## src/rtl/imem_loader.sv

```systemverilog
// Program loader: turns a framed byte stream (SYNC, len_lo, len_hi, data...) into
// consecutive 32-bit instruction-memory writes. Define LOADER_CHECKSUM_EN for a trailing XOR checksum byte.
module imem_loader #(
    parameter int          ADDR_WIDTH = 10,
    parameter int          PC_WIDTH   = 12,
    parameter logic [7:0]  SYNC_BYTE  = 8'hA5
) (
    input  logic                clk,
    input  logic                reset,
    input  logic [7:0]          in_data,
    input  logic                in_valid,
    output logic                in_ready,
    output logic [PC_WIDTH-1:0] mem_addr,
    output logic [31:0]         mem_wdata,
    output logic                mem_we,
    output logic                cpu_hold,
    output logic                load_done,
    output logic                load_err
);

    // state | meaning
    // IDLE  | waiting for SYNC_BYTE, other bytes dropped
    // LEN0  | expecting word count low byte
    // LEN1  | expecting word count high byte, range check
    // DATA  | collecting the 4 bytes of a word, little-endian
    // WRITE | one-cycle memory write strobe
    // DONE  | one-cycle completion pulse
    // ERR   | one-cycle error, sets sticky load_err
    // CHK   | expecting checksum byte (checksum build only)
    typedef enum logic [2:0] {
        IDLE  = 3'd0,
        LEN0  = 3'd1,
        LEN1  = 3'd2,
        DATA  = 3'd3,
        WRITE = 3'd4,
        DONE  = 3'd5,
        ERR   = 3'd6
`ifdef LOADER_CHECKSUM_EN
        , CHK = 3'd7
`endif
    } state_t;

    localparam logic [16:0] MAX_WORDS = 17'd1 << ADDR_WIDTH;

    state_t      state;
    state_t      state_next;
    logic        accept;
    logic [15:0] count;
    logic [15:0] words_written;
    logic [1:0]  byte_idx;
    logic [15:0] len_full;
`ifdef LOADER_CHECKSUM_EN
    logic [7:0]  csum;
`endif

    assign accept   = in_valid && in_ready;
    assign len_full = {in_data, count[7:0]};

    always_ff @(posedge clk) begin
        if (reset) begin
            state <= IDLE;
        end else begin
            state <= state_next;
        end
    end

    always_comb begin
        state_next = state;
        case (state)
            IDLE: begin
                if (accept && in_data == SYNC_BYTE) state_next = LEN0;
            end
            LEN0: begin
                if (accept) state_next = LEN1;
            end
            LEN1: begin
                if (accept) begin
                    if (len_full == 16'd0)                   state_next = DONE;
                    else if ({1'b0, len_full} > MAX_WORDS)   state_next = ERR;
                    else                                     state_next = DATA;
                end
            end
            DATA: begin
                if (accept && byte_idx == 2'd3) state_next = WRITE;
            end
            WRITE: begin
                if (words_written + 16'd1 == count) begin
`ifdef LOADER_CHECKSUM_EN
                    state_next = CHK;
`else
                    state_next = DONE;
`endif
                end else begin
                    state_next = DATA;
                end
            end
`ifdef LOADER_CHECKSUM_EN
            CHK: begin
                if (accept) state_next = (in_data == csum) ? DONE : ERR;
            end
`endif
            DONE:    state_next = IDLE;
            ERR:     state_next = IDLE;
            default: state_next = IDLE;
        endcase
    end

    always_comb begin
        in_ready  = 1'b0;
        mem_we    = 1'b0;
        load_done = 1'b0;
        case (state)
            IDLE, LEN0, LEN1, DATA: in_ready = 1'b1;
`ifdef LOADER_CHECKSUM_EN
            CHK:                    in_ready = 1'b1;
`endif
            WRITE:                  mem_we    = 1'b1;
            DONE:                   load_done = 1'b1;
            default: ;
        endcase
    end

    always_ff @(posedge clk) begin
        if (reset) begin
            count         <= '0;
            words_written <= '0;
            byte_idx      <= '0;
            mem_addr      <= '0;
            mem_wdata     <= '0;
            cpu_hold      <= 1'b0;
            load_err      <= 1'b0;
`ifdef LOADER_CHECKSUM_EN
            csum          <= '0;
`endif
        end else begin
            case (state)
                IDLE: begin
                    if (accept && in_data == SYNC_BYTE) begin
                        load_err      <= 1'b0;
                        cpu_hold      <= 1'b1;
                        words_written <= '0;
`ifdef LOADER_CHECKSUM_EN
                        csum          <= '0;
`endif
                    end
                end
                LEN0: begin
                    if (accept) count[7:0] <= in_data;
                end
                LEN1: begin
                    if (accept) begin
                        count[15:8] <= in_data;
                        mem_addr    <= '0;
                        byte_idx    <= '0;
                    end
                end
                DATA: begin
                    if (accept) begin
                        mem_wdata[{byte_idx, 3'b000} +: 8] <= in_data;
                        byte_idx <= byte_idx + 2'd1;
`ifdef LOADER_CHECKSUM_EN
                        csum     <= csum ^ in_data;
`endif
                    end
                end
                WRITE: begin
                    mem_addr      <= mem_addr + PC_WIDTH'(4);
                    words_written <= words_written + 16'd1;
                end
                DONE, ERR: cpu_hold <= 1'b0;
                default: ;
            endcase
            // Set on entry so the flag is already visible during the ERR cycle.
            if (state_next == ERR) load_err <= 1'b1;
        end
    end

endmodule

```

## config.mk

```make
export PLATFORM = sky130hd
export DESIGN_NAME = imem_loader
export DESIGN_NICKNAME = d
export VERILOG_FILES = /design/src/rtl/imem_loader.sv
export SDC_FILE = /design/constraint.sdc
export NUM_CORES = 1
export LEC_CHECK = 0
export BUFFER_PORTS_ARGS = -buffer_cell sky130_fd_sc_hd__buf_4
export CAP_MARGIN = 20
export CORE_ASPECT_RATIO = 1.4
export CORE_MARGIN = 4
export CORE_UTILIZATION = 50
export CTS_CLUSTER_DIAMETER = 150
export CTS_CLUSTER_SIZE = 20
export DETAILED_ROUTE_END_ITERATION = 16
export PLACE_DENSITY = 0.71
export SETUP_SLACK_MARGIN = 0.05
export SLEW_MARGIN = 20
export SYNTH_ARGS = -nofsm -noshare
export SYNTH_HDL_FRONTEND = slang
export SYNTH_SLANG_ARGS = --single-unit
```

## constraint.sdc

```tcl
create_clock -name clk -period 3.1 [get_ports clk]
set_input_delay 0.155 -clock clk [delete_from_list [all_inputs] [get_ports clk]]
set_output_delay 0.155 -clock clk [all_outputs]
set_load 0.02 [all_outputs]
```

==> results.sh <==
export IMPL_status="finished clean"
export IMPL_clk_insertion_delay_late_ns=0.36
export IMPL_cp_arrival_ns=2.59
export IMPL_p_leak_nw=1.70
export IMPL_drt_total_wl_mm=10.8
export IMPL_regArea_mm2=0.00162
export IMPL_ys_seq_elements=81
export IMPL_maxCapViolCount=0
export IMPL_rsz0062_at_grt="false"
export IMPL_critPathLaunch="words_written[0]"
export IMPL_routabilityCongestion=0.950
export IMPL_syn_to_final_growth_pct=13.6
export IMPL_place_inst=643
export IMPL_drcViolationCount=0
export IMPL_n_antenna_cell=0
export IMPL_antenna_found_initial=0
export IMPL_yosysWarningCount=0
export IMPL_worstPathMaxFanout=8
export IMPL_skew_ns=0.00317
export IMPL_max_freq_ghz=0.438
export IMPL_endpoint_kind="flip-flop"
export IMPL_p_total_mw=1.78
export IMPL_postCtsHoldBufs=0
export IMPL_drt_iter0_drc=204
export IMPL_syn_area_mm2=0.00412
export IMPL_min_from="in_data[3]"
export IMPL_fin_util_pct=59.3
export IMPL_fp_dieH_um=115
export IMPL_start_util_pct=52.2
export IMPL_core_area_mm2=0.00789
export IMPL_track_usage_pct=22.2
export IMPL_synthTopCellsByCount="dfxtp_1, nand2_1, a21oi_1"
export IMPL_synth_distinct_cells=60
export IMPL_hold_path_class="in -> reg"
export IMPL_slew_viol_final=0
export IMPL_syn_inst=522
export IMPL_clkTransAtPathRegs_ns=0.08
export IMPL_placed_area_mm2=0.00452
export IMPL_cts_tree="yes"
export IMPL_slew_headroom_pct=42.1
export IMPL_ant_nets=0
export IMPL_cts_buffers=9
export IMPL_powerDensity_mw_per_mm2=380
export IMPL_fin_cells=657
export IMPL_ys_flop_type="dfxtp_1"
export IMPL_drive_gt1_share_pct=16.2
export IMPL_hold_slack_ns=0.0949
export IMPL_finalHoldViolCount=0
export IMPL_dp_hpwl_mm=7.68
export IMPL_portBuffers=57
export IMPL_multi_input_area_mm2=0.00228
export IMPL_cts_path_max_buffers=2
export IMPL_layout_nets=572
export IMPL_fin_area_mm2=0.00468
export IMPL_reg2reg_from="words_written[0]"
export IMPL_grt_pass1_wl_mm=17.4
export IMPL_gr_total_overflow=0
export IMPL_irDropWorstVdd_mv=0.301
export IMPL_path_class="reg -> reg"
export IMPL_fillers=771
export IMPL_dr_pass1_iters=5
export IMPL_required_ns=3.41
export IMPL_ys_top_cells_by_area="dfxtp_1, a21oi_1, nand2_1"
export IMPL_htreeDepth=3
export IMPL_placementRows=38
export IMPL_via_per_inst=5.75
export IMPL_async_reset_ff_share_pct=0
export IMPL_cts_repair_resized=0
export IMPL_yosysTopAreaCellShare_pct=39.4
export IMPL_tightest_slew_ns=0.867
export IMPL_fp_dieArea_mm2=0.00977
export IMPL_top_level_ports=60
export IMPL_avgSynthCellArea_um2=7.89
export IMPL_min_period_ns=2.28
export IMPL_place_ws_ns=0.876
export IMPL_grt_pass1_vias=3477
export IMPL_root_buffer="clkbuf_8"
export IMPL_vias=3777
export IMPL_ys_seq_area_share_pct=39.4
export IMPL_yosysTopAreaCell="dfxtp_1"
export IMPL_setup_ws_ns=0.815
export IMPL_clock_sinks=81
export IMPL_setup_viol=0
export IMPL_synth_most_common_cell="dfxtp_1"
export IMPL_grt_max_degree=62
export IMPL_die_w_um=84.7
export IMPL_wire_per_inst_um=16.5
export IMPL_finalSetupTns_ns=0
export IMPL_postCtsSetupBuffers=0
export IMPL_cp_start_kind="flip-flop"
export IMPL_finalCritPeriodShare_pct=73.7
export IMPL_synth_edf_count=0
[metal layers]
metal / vias to the layer above / routed length [um] / GRT usage, %
met1: 1765 / 4590 / 26.2
met3: 22 / 525 / 5.52
li1: 1882 / - / -
met4: 0 / 215 / 8.13
met2: 108 / 5500 / 38.9
met5: - / 0 / 0
[final timing paths]
path                         to  slack [ns]  cells after the start
setup / recovery       state[2]        0.82                      6
hold / removal        count[11]        0.09                      3
setup reg to reg       state[2]        0.82                      6
hold reg to reg   mem_wdata[21]        0.45                      2
[report_power, final]
group / total (mW) / internal [mW] / leakage [nW] / switching, mW
Sequential: 1.04 / 1.04 / 0.652 / 0.00114
Clock: 0.678 / 0.303 / 0.0850 / 0.375
Combinational: 0.0612 / 0.0167 / 0.958 / 0.0445
Total: 1.78 / 1.36 / 1.70 / 0.420
[layout make-up]
type / count / share of cell area (%)
Clock buffer: 11 / 3.02
Multi-Input combinational cell: 394 / 48.7
Sequential cell: 81 / 34.7
Tap cell: 100 / 2.67
Timing Repair Buffer: 62 / 9.95
Clock inverter: 3 / 0.401
Inverter: 6 / 0.588
[registers in the layout, indices dropped and copies added (netlist names)]
| signal | count |
|---|---|
| mem_addr | 10 |
| cpu_hold | 1 |
| count | 16 |
| state | 3 |
| load_err | 1 |
| mem_wdata | 32 |
| byte_idx | 2 |
| words_written | 16 |
[critical path, cell delays in order (launching register included)]
cell and delay, ns:
dfxtp_1 0.46, ha_1 0.35, nand3_1 0.27, or4_1 0.58
a21oi_1 0.17, and4_1 0.24, a32o_1 0.16
[cells in the final DEF (no fill, tap or decap), types with 2 or more instances in the layout]
cell type / count
a211oi_1: 6
a21oi_1: 64
a22oi_1: 2
a311oi_1: 4
a31oi_1: 3
a41oi_1: 3
and2_1: 7
and3_1: 6
and4_1: 4
and4b_1: 2
buf_4: 62
clkbuf_8: 10
clkinv_2: 2
clkinv_4: 2
conb_1: 2
dfxtp_1: 81
ha_1: 7
inv_1: 5
mux2i_1: 13
nand2_1: 74
nand2b_1: 3
nand3_1: 45
nand3b_1: 4
nand4_1: 4
nor2_1: 47
nor2b_1: 2
nor3_1: 12
nor3_2: 2
nor3b_1: 4
nor4_1: 4
o21ai_0: 20
o21ba_2: 2
or2_2: 2
or3_1: 2
or4_1: 2
xnor2_1: 15
xor2_1: 7
[kinds of logic after synthesis]
kind of cell | synth area share (%)
adder cells (fa/ha/maj) | 2.13
XOR/XNOR | 4.68
other | 0.0911
buffers and inverters | 5.35
AND/OR/NAND/NOR | 28.6
flip-flops | 39.4
multiplexers | 3.80
AO/OA/AOI/OAI | 16.0
(Power assumes the default switching activity.)
